[src/rtl/resp_sched.sv]
// resp_sched: collects register-file and ALU responses into a small byte
// FIFO and hands them one at a time to a UART transmitter, pacing each byte
// on the transmitter's Busy handshake (with a timeout if Busy never rises).

module resp_sched #(
    parameter int WIDTH         = 8,
    parameter int ALU_OUT_WIDTH = 16,
    parameter int DEPTH         = 4
) (
    input  logic                     CLK,
    input  logic                     RST,
    input  logic [ALU_OUT_WIDTH-1:0] ALU_OUT,
    input  logic                     OUT_Valid,
    input  logic [WIDTH-1:0]         RdData,
    input  logic                     RdData_Valid,
    input  logic                     Busy,
    output logic [WIDTH-1:0]         TX_P_Data,
    output logic                     TX_D_VALID,
    output logic                     Q_Full,
    output logic                     Overflow
);

    // Pointer width wraps naturally because DEPTH is a power of two; the
    // count needs one extra value so that a completely full queue is visible.
    localparam int PTR_W = $clog2(DEPTH);
    localparam int CNT_W = $clog2(DEPTH + 1);
    localparam logic [CNT_W-1:0] DEPTH_C = CNT_W'(DEPTH);
    localparam logic [CNT_W-1:0] TWO_C   = CNT_W'(2);

    typedef enum logic [1:0] {
        IDLE,
        SEND,
        WAIT_BUSY,
        WAIT_DONE
    } state_t;

    state_t state;
    state_t next_state;

    logic [WIDTH-1:0] mem [DEPTH];
    logic [PTR_W-1:0] wr_ptr;
    logic [PTR_W-1:0] rd_ptr;
    logic [CNT_W-1:0] count;
    logic [3:0]       timeout_cnt;
    logic [WIDTH-1:0] last_byte;

    logic             pop;
    logic [CNT_W-1:0] free_slots;
    logic [CNT_W-1:0] free_after_rd;
    logic             rd_accept;
    logic             alu_accept;
    logic             drop;
    logic [PTR_W-1:0] alu_lo_ptr;
    logic [PTR_W-1:0] alu_hi_ptr;
    logic [1:0]       push_cnt;

    // Admission: the byte leaving this cycle frees its slot, read data claims
    // space before the ALU pair, and the ALU pair goes in whole or not at all.
    always_comb begin
        pop           = (state == SEND);
        free_slots    = DEPTH_C - count + CNT_W'(pop);
        rd_accept     = RdData_Valid && (free_slots != '0);
        free_after_rd = free_slots - CNT_W'(rd_accept);
        alu_accept    = OUT_Valid && (free_after_rd >= TWO_C);
        drop          = (RdData_Valid && !rd_accept) || (OUT_Valid && !alu_accept);
        alu_lo_ptr    = wr_ptr + PTR_W'(rd_accept);
        alu_hi_ptr    = alu_lo_ptr + PTR_W'(1);
        push_cnt      = {1'b0, rd_accept} + (alu_accept ? 2'd2 : 2'd0);
    end

    // Storage array: read data lands first, the ALU low byte next, then the
    // high byte, so the transmit order matches arrival order within a cycle.
    always_ff @(posedge CLK) begin
        if (rd_accept) begin
            mem[wr_ptr] <= RdData;
        end
        if (alu_accept) begin
            mem[alu_lo_ptr] <= ALU_OUT[WIDTH-1:0];
            mem[alu_hi_ptr] <= ALU_OUT[2*WIDTH-1:WIDTH];
        end
    end

    // Pointers and occupancy move by pushes minus pops in the same edge.
    always_ff @(posedge CLK or negedge RST) begin
        if (!RST) begin
            wr_ptr <= '0;
            rd_ptr <= '0;
            count  <= '0;
        end else begin
            wr_ptr <= wr_ptr + PTR_W'(push_cnt);
            rd_ptr <= rd_ptr + PTR_W'(pop);
            count  <= count + CNT_W'(push_cnt) - CNT_W'(pop);
        end
    end

    // Overflow latches on the first discarded response and stays until reset.
    always_ff @(posedge CLK or negedge RST) begin
        if (!RST) begin
            Overflow <= 1'b0;
        end else if (drop) begin
            Overflow <= 1'b1;
        end
    end

    // Counts consecutive quiet cycles while waiting for the transmitter to
    // pick the byte up; any other state or a Busy cycle restarts it.
    always_ff @(posedge CLK or negedge RST) begin
        if (!RST) begin
            timeout_cnt <= '0;
        end else if ((state == WAIT_BUSY) && !Busy) begin
            timeout_cnt <= timeout_cnt + 4'd1;
        end else begin
            timeout_cnt <= '0;
        end
    end

    // Remembers the byte most recently strobed so the data bus stays stable
    // between strobes.
    always_ff @(posedge CLK or negedge RST) begin
        if (!RST) begin
            last_byte <= '0;
        end else if (state == SEND) begin
            last_byte <= mem[rd_ptr];
        end
    end

    // Issue FSM state register.
    always_ff @(posedge CLK or negedge RST) begin
        if (!RST) begin
            state <= IDLE;
        end else begin
            state <= next_state;
        end
    end

    // Issue FSM transitions: strobe one byte, then wait for the transmitter
    // to go busy and idle again (or give up after sixteen quiet cycles).
    always_comb begin
        next_state = state;
        case (state)
            IDLE: begin
                if ((count != '0) && !Busy) begin
                    next_state = SEND;
                end
            end
            SEND: begin
                next_state = WAIT_BUSY;
            end
            WAIT_BUSY: begin
                if (Busy) begin
                    next_state = WAIT_DONE;
                end else if (timeout_cnt == 4'hF) begin
                    next_state = IDLE;
                end
            end
            WAIT_DONE: begin
                if (!Busy) begin
                    next_state = IDLE;
                end
            end
            default: begin
                next_state = IDLE;
            end
        endcase
    end

    // Outputs: the strobe is only high in SEND, where the head byte is shown.
    always_comb begin
        TX_D_VALID = (state == SEND);
        TX_P_Data  = (state == SEND) ? mem[rd_ptr] : last_byte;
        Q_Full     = (count == DEPTH_C);
    end

endmodule

[config.mk]
export PLATFORM = sky130hd
export DESIGN_NAME = resp_sched
export DESIGN_NICKNAME = d
export VERILOG_FILES = /design/src/rtl/resp_sched.sv
export SDC_FILE = /design/constraint.sdc
export NUM_CORES = 1
export LEC_CHECK = 0
export CAP_MARGIN = 15
export CORE_MARGIN = 2
export CORE_UTILIZATION = 30
export DETAILED_ROUTE_END_ITERATION = 8
export GPL_ROUTABILITY_DRIVEN = 0
export SLEW_MARGIN = 20
export SYNTH_ARGS = -nofsm -noshare
export SYNTH_HDL_FRONTEND = slang
export SYNTH_SLANG_ARGS = --single-unit
[constraint.sdc]
create_clock -name CLK -period 3.7 [get_ports CLK]
set_input_delay 0.37 -clock CLK [delete_from_list [all_inputs] [get_ports CLK]]
set_output_delay 0.37 -clock CLK [all_outputs]
set_load 0.02 [all_outputs]
==> key figures, run 1 <==
STA
  – Final hold violation count: 0
  – Fmax: 285.1 MHz
  – Slew @ Worst Pin: just over 800 ps
  – Relative slew slack: ~45%
  – Setup Skew: between 10 and 15 ps
  – Max Slew Vio Count: 0
  – Setup TNS: 0 ps
  – RSZ-0062 raised after global routing: no
  – Period Utilization, post-route: a little over nine tenths
  – Minimum hold slack: roughly 3.0 ps
  – Final period demand of the worst path: 3507 ps
  – Final setup viols: 0

Synth
  – Mean area per synthesized cell: 11.00 µm²
  – Post-synthesis cell count: around 280
  – #FFs+latches synth: 54
  – Top cell type's share of synthesized area: a little under a third
  – Most frequent cells after synthesis: nand2_1, edfxtp_1, inv_1
  – Post-synth EDFFs: 32
  – Synth cell types: 35
  – Post-synth top flop: edfxtp_1
  – Cell taking the most area after synthesis: edfxtp_1
  – Count leader, synth: nand2_1
  – Yosys warning total: 0
  – Seq/Total Area, Yosys: 49.59%
  – Dominant cells by area after synthesis: edfxtp_1, dfrtp_1, mux4_2
  – Asr flop ratio synth: about two fifths
  – Syn nets: 317
  – Mapped cell area: ~0.0030 mm²

Placement
  – DP Wirelength: around 5200 µm
  – Port Buf Inserts: 39

Critical path
  – Reg2reg start: state[1]$_DFFE_PN0P_
  – Worst Setup SP: state[1]$_DFFE_PN0P_
  – Critical Path Slowest Stage Cell: dfrtp_1
  – Req. time, crit path: approximately 4000 ps
  – Startpoint types: register
  – Crit Path Category: register to register
  – CP delay by family, top: adder cells
  – Crit-path cells: nand2b_4 -> ha_1 -> inv_1 -> ha_2 -> nor2b_2 -> a21boi_2 -> ha_1 -> ha_1 -> xnor3_2 -> a21oi_4 -> inv_2 -> ha_1 -> fa_2 -> xor2_1 -> xnor2_1
  – Arrival time at the worst endpoint: ~3700 ps
  – Top cell by count, worst path: ha_1
  – CP max FO: 11
  – Flop2flop setup slack: about 190 ps
  – WP buf/inv: 2
  – Setup crit end kind: register
  – CP max stage delay: approximately 440 ps

Clock tree
  – CTS Hold Bufs: 0
  – CTS sink cnt: 54
  – H-tree levels: 2
  – Clock Latency Late Sink: roughly 310 ps
  – CTS Buffer Depth: 2
  – CTS buffer count: 5
  – CTS tree: done
  – Clock slew at reported path FFs: 100 ps
  – Root Driver: clkbuf_8

Floorplanning
  – Die X: ~100 µm
  – Rows: 36
  – Die area: 0.01098 mm²
  – Die height: 104.8 µm
  – Starting Density: around 31%
  – I/O pins: 40
  – Core area: around 0.0098 mm²

Final layout
  – # diodes: 0
  – Fraction of layout cells with a size suffix above 1: about 14%
  – Final nets: approximately 360
  – Post-layout util: between 30% and 40%
  – Area delta synth->final: 23.07%

Hold path
  – Hold WC Path Type: input port to async pin

Global route
  – Global Route met1 Usage: between 10% and 20%
  – Initial antenna violation count: 0
  – Vias in the first global route: 2312
  – Largest net degree at the start of global routing: 26
  – M2 GR Usage: a little under a quarter
  – Tot GR Track Use: ~14%
  – Met3 Use GR: under 10%
  – GR peak layer: met2
  – Grt ovf: 0
  – First-pass GRT wire length: ~12000 µm

Detailed routing
  – Routed Antenna Nets: 0
  – Pre-Repair DR Iteration Count: 5
  – DRT Wirelength: between 7000 and 8000 µm
  – Wirelength per Cell: roughly 15 µm
  – Vias post-DR: between 2000 and 2500
  – DRC Markers: 0
  – Iter 0 DRT Violations: approximately 190
  – Avg Vias per Cell: 4.880

Run status
  – Run status: finished, final reports clean

Run
  – Max cap viols: 0
[state kept, by name, indices dropped and copies added, names as in the netlist]
name	count
state	2
count	3
last_byte	8
Overflow	1
mem	32
rd_ptr	2
wr_ptr	2
timeout_cnt	4
[logic make-up (layout without fill, tap and decap cells)]
family                     after synthesis  in the layout  share of synthesized area (%)
adders and majority gates               11             11                          4.762
AOI/OAI and AO/OA                       63             63                          15.72
and+or+nand+nor                         75             75                          10.10
xor gates and xnor gates                11             11                          4.105
DFF                                     54             54                          49.59
muxes                                   19             19                          9.524
buffers and inverters                   44             91                          6.198
[stage by stage]
step | setup WS [ps] | area [µm²] | instances
after global placement | 282.9 | 3646 | 447
final | 192.8 | 3751 | 457
after CTS | 159.8 | 3734 | 455
after global routing | 6.417 | 3751 | 457
after floorplan | 36.40 | 3078 | 277
after detailed placement | 198.4 | 3646 | 447
[final cells by class]
class	count	area (µm²)
fill	1009	6068
inverter	28	105.1
clock buffer	5	68.82
tap	133	166.4
sequential	54	1511
multi-input combinational	179	1375
timing repair buffer	55	505.5
clock inverter	3	18.77
[layer usage]
metal  routed length, µm  part of all wire, %  vias to the layer above
met1                3106                   44                     1043
met3                 386                  5.5                        4
met2                3486                   50                       75
met5                   0                    0                        -
met4                  55                 0.78                        0
li1                    -                    -                     1108
[final timing paths]
| kind | to | cells after the start |
|---|---|---|
| worst max-delay path | count[2]$_DFF_PN0_ | 15 |
| worst min-delay path | timeout_cnt[1]$_DFF_PN0_ | 1 |
| worst max register to register | count[2]$_DFF_PN0_ | 15 |
| worst min register to register | last_byte[4]$_DFF_PN0_ | 2 |
| max in group asynchronous | last_byte[6]$_DFF_PN0_ | 1 |
| min in group CLK | last_byte[4]$_DFF_PN0_ | 2 |
[repair_timing]
item / 4_1_cts / 5_1_grt
endpoints found under the setup margin: 0 / 1
setup buffers: 0 / 2
gates resized for setup: 0 / 1
[worst reg2reg max path: cells and delay by family (launching register included)]
| family | cells | cell delay, ps |
|---|---|---|
| fa+ha+maj | 6 | 1570 |
| compound gates | 2 | 320 |
| xor+xnor | 3 | 540 |
| simple gates | 2 | 360 |
| buf+inv | 2 | 160 |
| flops | 1 | 440 |
[layout by cell type (no fill, tap or decap), drive strengths merged, types with 11 or more instances in the layout]
master and instances:
a21oi 17, a222oi 16, buf 17, clkdlybuf4s50 38, dfrtp 22, edfxtp 32, inv 29, mux2i 11
nand2 45, nor2 22, o31ai 18
Power of run 1 is left out: the tool's default activity adds up to more than one toggle a clock period on the data nets, which glitch-free logic cannot reach.
==> run 2, diff against run 1 <==
Clock period 3.7 ns to 3.1 ns, I/O delays scaled along.
==> run 2 against run 1 <==
The run now ends with hold timing left. Maximum frequency up 15%. Critical path depth unchanged. Core utilization up 2.0 points. Count of clock-buffer cells in the layout up 3. First-iteration DRC count up 30%. Non-clock buffer count up 1. Critical path type unchanged. Highest routed layer unchanged.
==> key figures, run 2 (synthesized netlist as in run 1, its figures left out) <==
STA
  – Final setup viols: 0
  – RSZ-0062 raised after global routing: yes
  – Slew @ Worst Pin: ~580 ps
  – Setup Skew: about 11 ps
  – Max Slew Vio Count: 0
  – Final hold violation count: 22
  – Final period demand of the worst path: 3046 ps
  – Minimum hold slack: -41.45 ps
  – Fmax: approximately 330 MHz
  – Relative slew slack: about 61%
  – Setup TNS: 0 ps
  – Period Utilization, post-route: approximately 98%

Critical path
  – Arrival time at the worst endpoint: roughly 3200 ps
  – CP max FO: 6
  – Req. time, crit path: around 3300 ps
  – R2r worst-path depth: 15
  – Flop2flop setup slack: ~54 ps
  – Reg2reg start: state[0]$_DFFE_PN0P_
  – Setup crit end kind: register
  – Crit Path Category: register to register
  – Critical R2R Capture: count[2]$_DFF_PN0_
  – Startpoint types: register

Final layout
  – Final nets: roughly 360
  – Commonest non-fill, non-tap cell in the layout: nand2_1
  – Biggest register: mem
  – Fraction of layout cells with a size suffix above 1: approximately a fifth
  – Max FFs per register: 32
  – Multi-input logic area: 0.001516 mm²
  – Sequential cell area: around 0.0015 mm²
  – Biggest registers after layout: mem: 32 flops, last_byte: 8 flops, timeout_cnt: 4 flops
  – Area delta synth->final: 29.52%
  – Fillcell total: ~970
  – Most frequent cells in the layout: nand2_1, clkdlybuf4s50_1, edfxtp_1, inv_1
  – # diodes: 0

Floorplanning
  – Starting Density: 31.04%
  – Rows: 36
  – I/O pins: 40
  – Core area: 0.009819 mm²
  – Die X: about 100 µm
  – Die height: 104.8 µm
  – Die area: 0.01098 mm²

Clock tree
  – H-tree levels: 2
  – CTS sink cnt: 54
  – Clock Latency Late Sink: 300 ps
  – Clock slew at reported path FFs: about 100 ps
  – CTS buffer count: 5
  – CTS Hold Bufs: 0
  – CTS tree: done
  – CTS Buffer Depth: 2
  – Root Driver: clkbuf_8

Global route
  – Initial antenna violation count: 0
  – First-pass GRT wire length: roughly 11000 µm
  – Grt ovf: 0
  – Tot GR Track Use: around an eighth
  – Largest net degree at the start of global routing: 27
  – Vias in the first global route: 2240

Detailed routing
  – DRC Markers: 0
  – Iter 0 DRT Violations: between 200 and 250
  – DRT Wirelength: roughly 6700 µm
  – Wirelength per Cell: 14.67 µm
  – Avg Vias per Cell: about 5
  – Vias post-DR: ~2200
  – Pre-Repair DR Iteration Count: 8
  – Routed Antenna Nets: 0

Placement
  – DP Wirelength: ~5200 µm
  – Port Buf Inserts: 39

Run
  – Max cap viols: 0

Run status
  – Failing checks: hold timing
  – Run status: complete, but fails checks

Hold path
  – Hold WC Path Type: input port to async pin
[run 2: layout make-up]
type	instances	area share, %
Multi-Input combinational cell	179	38.42
Sequential cell	54	38.29
Timing Repair Buffer	56	13.63
Tap cell	133	4.216
Clock buffer	8	2.789
Inverter	28	2.662
[run 2: how the worst max path moves through the flow]
stage / end / startpoint / slack (ps)
3_5_place_dp: mem[3][3]$_DFFE_PP_ / state[0]$_DFFE_PN0P_ / -1
2_1_floorplan: count[2]$_DFF_PN0_ / state[1]$_DFFE_PN0P_ / -320
4_1_cts: mem[0][5]$_DFFE_PP_ / state[0]$_DFFE_PN0P_ / 30
6_report: count[2]$_DFF_PN0_ / state[0]$_DFFE_PN0P_ / 50
3_3_place_gp: mem[3][3]$_DFFE_PP_ / state[0]$_DFFE_PN0P_ / 110
5_1_grt: count[2]$_DFF_PN0_ / state[0]$_DFFE_PN0P_ / -90
[run 2: routing by layer]
layer	up-vias	GRT usage [%]	share of wire (%)
li1	1106	-	-
met1	1059	17.77	47
met2	78	20.08	45
met3	4	2.745	6.7
met4	0	2.857	0.91
met5	-	0	0
[run 2: what timing repair did]
| action | CTS | global route |
|---|---|---|
| gates resized for setup | 2 | 9 |
| pin swaps | 1 | 3 |
| buffers inserted | 0 | 3 |
| cloned | 0 | 0 |
| setup endpoints to repair | 9 | 37 |
[run 2: per-stage QoR]
| step | std cells | area, µm² | worst slack [ps] | utilization [%] | hold WS [ps] |
|---|---|---|---|---|---|
| floorplan | 277 | 3159 | -319.5 | - | 14.41 |
| global placement | 447 | 3740 | 113.2 | 38.09 | 454.2 |
| detailed placement | 447 | 3740 | -1.486 | 38.09 | 457.9 |
| CTS | 455 | 3862 | 28.81 | 39.33 | 471.4 |
| global route | 458 | 3948 | -86.24 | 40.20 | 3.171 |
| finish | 458 | 3948 | 53.76 | 40.20 | -41.45 |
[run 2: critical path: stages (launching register included)]
cell      delay, ps
dfrtp_1         420
nand2b_4        100
ha_4            130
inv_2            40
ha_4            160
xnor2_2         150
a21boi_2        170
ha_2            210
ha_4            130
xnor3_2         300
a21oi_4         150
inv_2           100
ha_4            230
fa_2            350
xor2_2          160
xnor2_1         130
Power of run 2 is left out for the same reason.
